==> src/rtl/osd_rom_arbiter.sv <==
// osd_rom_arbiter
//   Two-port read arbiter in front of the single-port OSD character/bitmap ROM.
//   Port A (real-time pixel fetcher) has fixed priority. Port B (host/debug
//   readback) uses a req/gnt handshake. A saturating starvation counter forces a
//   B grant once B has waited STARVE_LIMIT cycles. Read data is steered back to
//   the owning port by a {valid, owner} tag pipeline matched to the ROM latency.
//
// Ports
//   clk, tb_rst         clock (rising edge) / async active-high reset
//   a_req, a_addr       port A single-cycle read request and address
//   a_rdata, a_rvalid   port A read data and 1-cycle valid pulse
//   a_miss              pulse: an A request was dropped by a forced B grant
//   b_req, b_addr       port B level request, held with address until b_gnt
//   b_gnt               pulse: B request accepted this cycle
//   b_rdata, b_rvalid   port B read data and 1-cycle valid pulse
//   b_starve            high while the starvation counter sits at STARVE_LIMIT
//   rom_addr            registered ROM address
//   rom_rdata           ROM read data, RD_LATENCY cycles after rom_addr
module osd_rom_arbiter #(
    parameter int ADDR_WIDTH   = 11,
    parameter int DATA_WIDTH   = 8,
    parameter int RD_LATENCY   = 1,
    parameter int STARVE_LIMIT = 255
) (
    input  logic                  clk,
    input  logic                  tb_rst,
    input  logic                  a_req,
    input  logic [ADDR_WIDTH-1:0] a_addr,
    output logic [DATA_WIDTH-1:0] a_rdata,
    output logic                  a_rvalid,
    output logic                  a_miss,
    input  logic                  b_req,
    input  logic [ADDR_WIDTH-1:0] b_addr,
    output logic                  b_gnt,
    output logic [DATA_WIDTH-1:0] b_rdata,
    output logic                  b_rvalid,
    output logic                  b_starve,
    output logic [ADDR_WIDTH-1:0] rom_addr,
    input  logic [DATA_WIDTH-1:0] rom_rdata
);

    // One stage per cycle from the issue edge until rom_rdata is valid.
    localparam int          DEPTH = RD_LATENCY + 1;
    localparam logic [7:0]  LIMIT = 8'(STARVE_LIMIT);

    logic [7:0]       starve_cnt;
    logic             force_b;
    logic             grant_a;
    logic             grant_b;
    logic [DEPTH-1:0] tag_valid;
    logic [DEPTH-1:0] tag_owner;   // 1 = port B

    // Grants are gated by reset so every output reads 0 while tb_rst is high,
    // even with requests pending on the inputs.
    always_comb begin
        force_b  = b_req & (starve_cnt == LIMIT);
        grant_b  = ~tb_rst & (force_b | (b_req & ~a_req));
        grant_a  = ~tb_rst & a_req & ~grant_b;
        b_gnt    = grant_b;
        a_miss   = ~tb_rst & a_req & force_b;
        b_starve = (starve_cnt == LIMIT);
    end

    always_ff @(posedge clk or posedge tb_rst) begin
        if (tb_rst) begin
            rom_addr <= '0;
        end else if (grant_b) begin
            rom_addr <= b_addr;
        end else if (grant_a) begin
            rom_addr <= a_addr;
        end
    end

    always_ff @(posedge clk or posedge tb_rst) begin
        if (tb_rst) begin
            tag_valid <= '0;
            tag_owner <= '0;
        end else begin
            tag_valid <= {tag_valid[DEPTH-2:0], grant_a | grant_b};
            tag_owner <= {tag_owner[DEPTH-2:0], grant_b};
        end
    end

    always_ff @(posedge clk or posedge tb_rst) begin
        if (tb_rst) begin
            a_rdata  <= '0;
            b_rdata  <= '0;
            a_rvalid <= 1'b0;
            b_rvalid <= 1'b0;
        end else begin
            a_rvalid <= tag_valid[DEPTH-1] & ~tag_owner[DEPTH-1];
            b_rvalid <= tag_valid[DEPTH-1] &  tag_owner[DEPTH-1];
            if (tag_valid[DEPTH-1] & ~tag_owner[DEPTH-1]) begin
                a_rdata <= rom_rdata;
            end
            if (tag_valid[DEPTH-1] & tag_owner[DEPTH-1]) begin
                b_rdata <= rom_rdata;
            end
        end
    end

    always_ff @(posedge clk or posedge tb_rst) begin
        if (tb_rst) begin
            starve_cnt <= '0;
        end else if (~b_req | grant_b) begin
            starve_cnt <= '0;
        end else if (starve_cnt != LIMIT) begin
            starve_cnt <= starve_cnt + 8'd1;
        end
    end

endmodule

==> config.mk <==
export PLATFORM = sky130hd
export DESIGN_NAME = osd_rom_arbiter
export DESIGN_NICKNAME = d
export VERILOG_FILES = /design/src/rtl/osd_rom_arbiter.sv
export SDC_FILE = /design/constraint.sdc
export NUM_CORES = 1
export LEC_CHECK = 0
export ABC_AREA = 1
export CORE_ASPECT_RATIO = 2
export CORE_MARGIN = 1
export CORE_UTILIZATION = 50
export CTS_BUF_LIST = sky130_fd_sc_hd__clkbuf_8
export DETAILED_ROUTE_END_ITERATION = 7
export PLACE_DENSITY = 0.88
export SLEW_MARGIN = 20
export SYNTH_ARGS = -nofsm -noshare
export SYNTH_HDL_FRONTEND = slang
export SYNTH_SLANG_ARGS = --single-unit
==> constraint.sdc <==
create_clock -name clk -period 2.5 [get_ports clk]
set_input_delay 0.5 -clock clk [delete_from_list [all_inputs] [get_ports clk]]
set_output_delay 0.5 -clock clk [all_outputs]
set_load 0.005 [all_outputs]
==> impl_results.md <==
* Placed insts at between 300 and 400
* Final setup vio count at 0
* CTS tree: done
* Initial Util at between 50% and 60%
* Biggest area consumer among synthesized cells: dfrtp_1
* Combinational group share of total power at roughly 23%
* Initial antenna violation count at 0
* Worst Tran Pin Value at 508 ps
* Drt wl/cell at about 12 um
* Clock tree sinks at 41
* Syn_nets at 257
* Grt total ovfl at 0
* Worst EP required at roughly 2000 ps
* Max clock buf depth at 2
* Area delta synth->final at 46.7%
* Skew final at between 4 and 5 ps
* DR DRC count at 0
* Worst Setup Slack, final at roughly 180 ps
* Syn Inst Count at 222
* Flop pwr share at around 50%
* Crit end category: output pin
* Port Buffers at 65
* Post-synth EDFFs at 0
* Core area at approximately 3600 sq um
* Vias per cell at 4.85
* Sequential fraction of the synthesis area at a little over half
* Top-area cell type share of the netlist area at between 50 and 60%
* Relative slew slack at approximately two thirds
* Crit path kind: register to output pin
* Pin count of the biggest net entering global routing at 44
* Placement row count at 31
* # IOs at 66
* Sw Ratio at between 20 and 25%
* Ys async rst share at 100%
* P per Cell Area at approximately 570 nW/um^2
* DR vias at roughly 1700
* Worst path slowest cell: clkdlybuf4s50_1
* Die area at 4010 sq um
* Commonest cells post-synth: nand2_1 (65), dfrtp_1 (41), inv_1 (36)
* Post-Route WL at between 4000 and 5000 um
* Worst-path cell chain: ha_2 > nand2_1 > nor2_2 > nand2_4 > inv_2 > clkdlybuf4s50_1
* CP max stage delay at 490 ps
* Clock slew seen by the registers of the worst setup and hold paths at 70 ps
* Hold Crit Class: register to register
* Startpoint types: register
* Top-count cell post-synth: nand2_1
* Total CTS buffers at 5
* Post-route ant nets at 0
* Net switching power figure at roughly 390 uW
* Hold-critical path depth at 0
* Root Buffer: clkbuf_8
* Max rail drop VDD at between 0.0004 and 0.0005 V
* Syn avg cell area at approximately 8.4 sq um
* Netlist Area Pre-Place at around 1900 sq um
* Flop-to-flop setup slack at 810 ps
* Fin crit share at between 90 and 100%
* Skew-Pair Late Insertion Delay at 290 ps
* Final std cells w/o fill at about 350
* Share of layout cells above drive strength 1 at between 10% and 20%
* Placed standard-cell area at around 2600 sq um
* Iteration-0 DRC count of the detailed router at 24
* Hpwl dp at roughly 3100 um
* Chip width at about 45 um
* R2R depth at 9
* Fin. Hold Viols at 0
* Final nets at approximately 340
* GRT Total Usage at 23.2%
* Synth Warn # at 0
* Top cells by area, synth: dfrtp_1 (55%), nand2_1 (13%), inv_1 (7.2%)
* Worst Path Max Fanout at 7
* Slew Limit Fails at 0
* Status: completed
* Die height at approximately 89 um
* RSZ-0062 raised after global routing: false
* Max Clk Rate at roughly 430 MHz
* Post-layout min period at approximately 2300 ps
* First-pass GRT wire length at approximately 7000 um
* Leak at ~1.4 nW
* Internal at ~1.2 mW
* GPL Wtd Cong at 0.782
* Pre-CTS WS at approximately 130 ps
* Clk pwr share at a little over a quarter
* DRT Pass-1 Iters at 4
* Ys flop type: dfrtp_1
* Seq cells post-synth at 41
* Vias in the first global route at roughly 1700
* H-tree levels at 2
* Setup TNS at 0 ps
* Cell area after layout at roughly 2800 sq um
* ANT cells at 0
* Critical path arrival at 1820 ps
* Max capacitance violation total at 0
* Synth unique cells at 20
## cell families after synthesis
kind of cell,synth area share [%]
buffers and inverters,10.7
AND/OR/NAND/NOR,25.5
adder cells (fa/ha/maj),0.667
flip-flops,54.7
AO/OA/AOI/OAI,6.54
XOR/XNOR,1.87
## power by group through the flow
stage               clock (mW)  sequential (mW)  combinational, mW
floorplan                    0            0.802              0.118
global placement             0            0.797              0.346
detailed placement           0            0.799              0.356
CTS                      0.425            0.787              0.361
global route             0.445            0.797              0.402
finish                   0.420            0.787              0.362
## cell usage in the layout, fill, tap and decap left out
master           instances
buf_4                   15
nand2_4                  2
nand3_1                 24
dlymetal6s2s_1           2
or2_2                    1
nor2_8                   1
a21oi_1                  6
nand2_8                  1
clkdlybuf4s50_1         63
o21bai_1                 1
nor2_2                   2
ha_2                     1
dfrtp_1                 41
xor2_1                   2
nor2_1                   6
inv_2                    4
clkbuf_8                 6
inv_1                   37
o21ai_0                 17
xnor2_1                  2
nand4_1                  3
nand2_1                 65
## final timing paths
check,start,endpoint
setup / recovery,starve_cnt[1],b_starve
hold / removal,tag_valid[0],tag_valid[1]
setup reg to reg,starve_cnt[1],starve_cnt[4]
hold reg to reg,tag_valid[0],tag_valid[1]
max in group asynchronous,tb_rst,a_rdata[5]
min in group asynchronous,tb_rst,rom_addr[3]
## repair_timing
item,4_1_cts,5_1_grt
hold buffers,0,0
pin swaps,0,4
setup buffers,1,8
endpoints found under the setup margin,1,2
resized for setup,1,3
## stage by stage
stage | hold WS (ps) | utilization [%] | power, mW
2_1_floorplan | 331 | - | 0.919
3_3_place_gp | 332 | 71.6 | 1.14
3_5_place_dp | 336 | 71.6 | 1.15
4_1_cts | 353 | 74.4 | 1.57
5_1_grt | 361 | 76.3 | 1.64
6_report | 351 | 76.3 | 1.57
## sequential cells by signal, summed over array words and instances (netlist names)
register and count:
rom_addr 11, tag_owner 2, tag_valid 2, starve_cnt 8
b_rdata 8, b_rvalid 1, a_rdata 8, a_rvalid 1
## worst max-delay path, delay by kind of cell (launching register included)
kind	cells	cell delay, ps
buf+inv	2	560
flops	1	390
simple gates	3	380
fa+ha+maj	1	200
## layer usage
metal  routed length [um]  part of all wire, %  vias up  track usage [%]
li1                     -                    -      838                -
met5                    0                    0        -                0
met4                   98                  2.3        0             8.82
met3                  142                  3.3        8             4.08
met1                 1480                   34      798             22.1
met2                 2570                   60       59             45.6
## layout make-up
class	count	area, sq um
Clock buffer	6	82.6
Clock inverter	1	3.75
Fill cell	269	856
Inverter	40	150
Multi-Input combinational cell	134	659
Sequential cell	41	1030
Tap cell	49	61.3
Timing Repair Buffer	80	768
No activity file was read; power rests on OpenSTA's default activity.
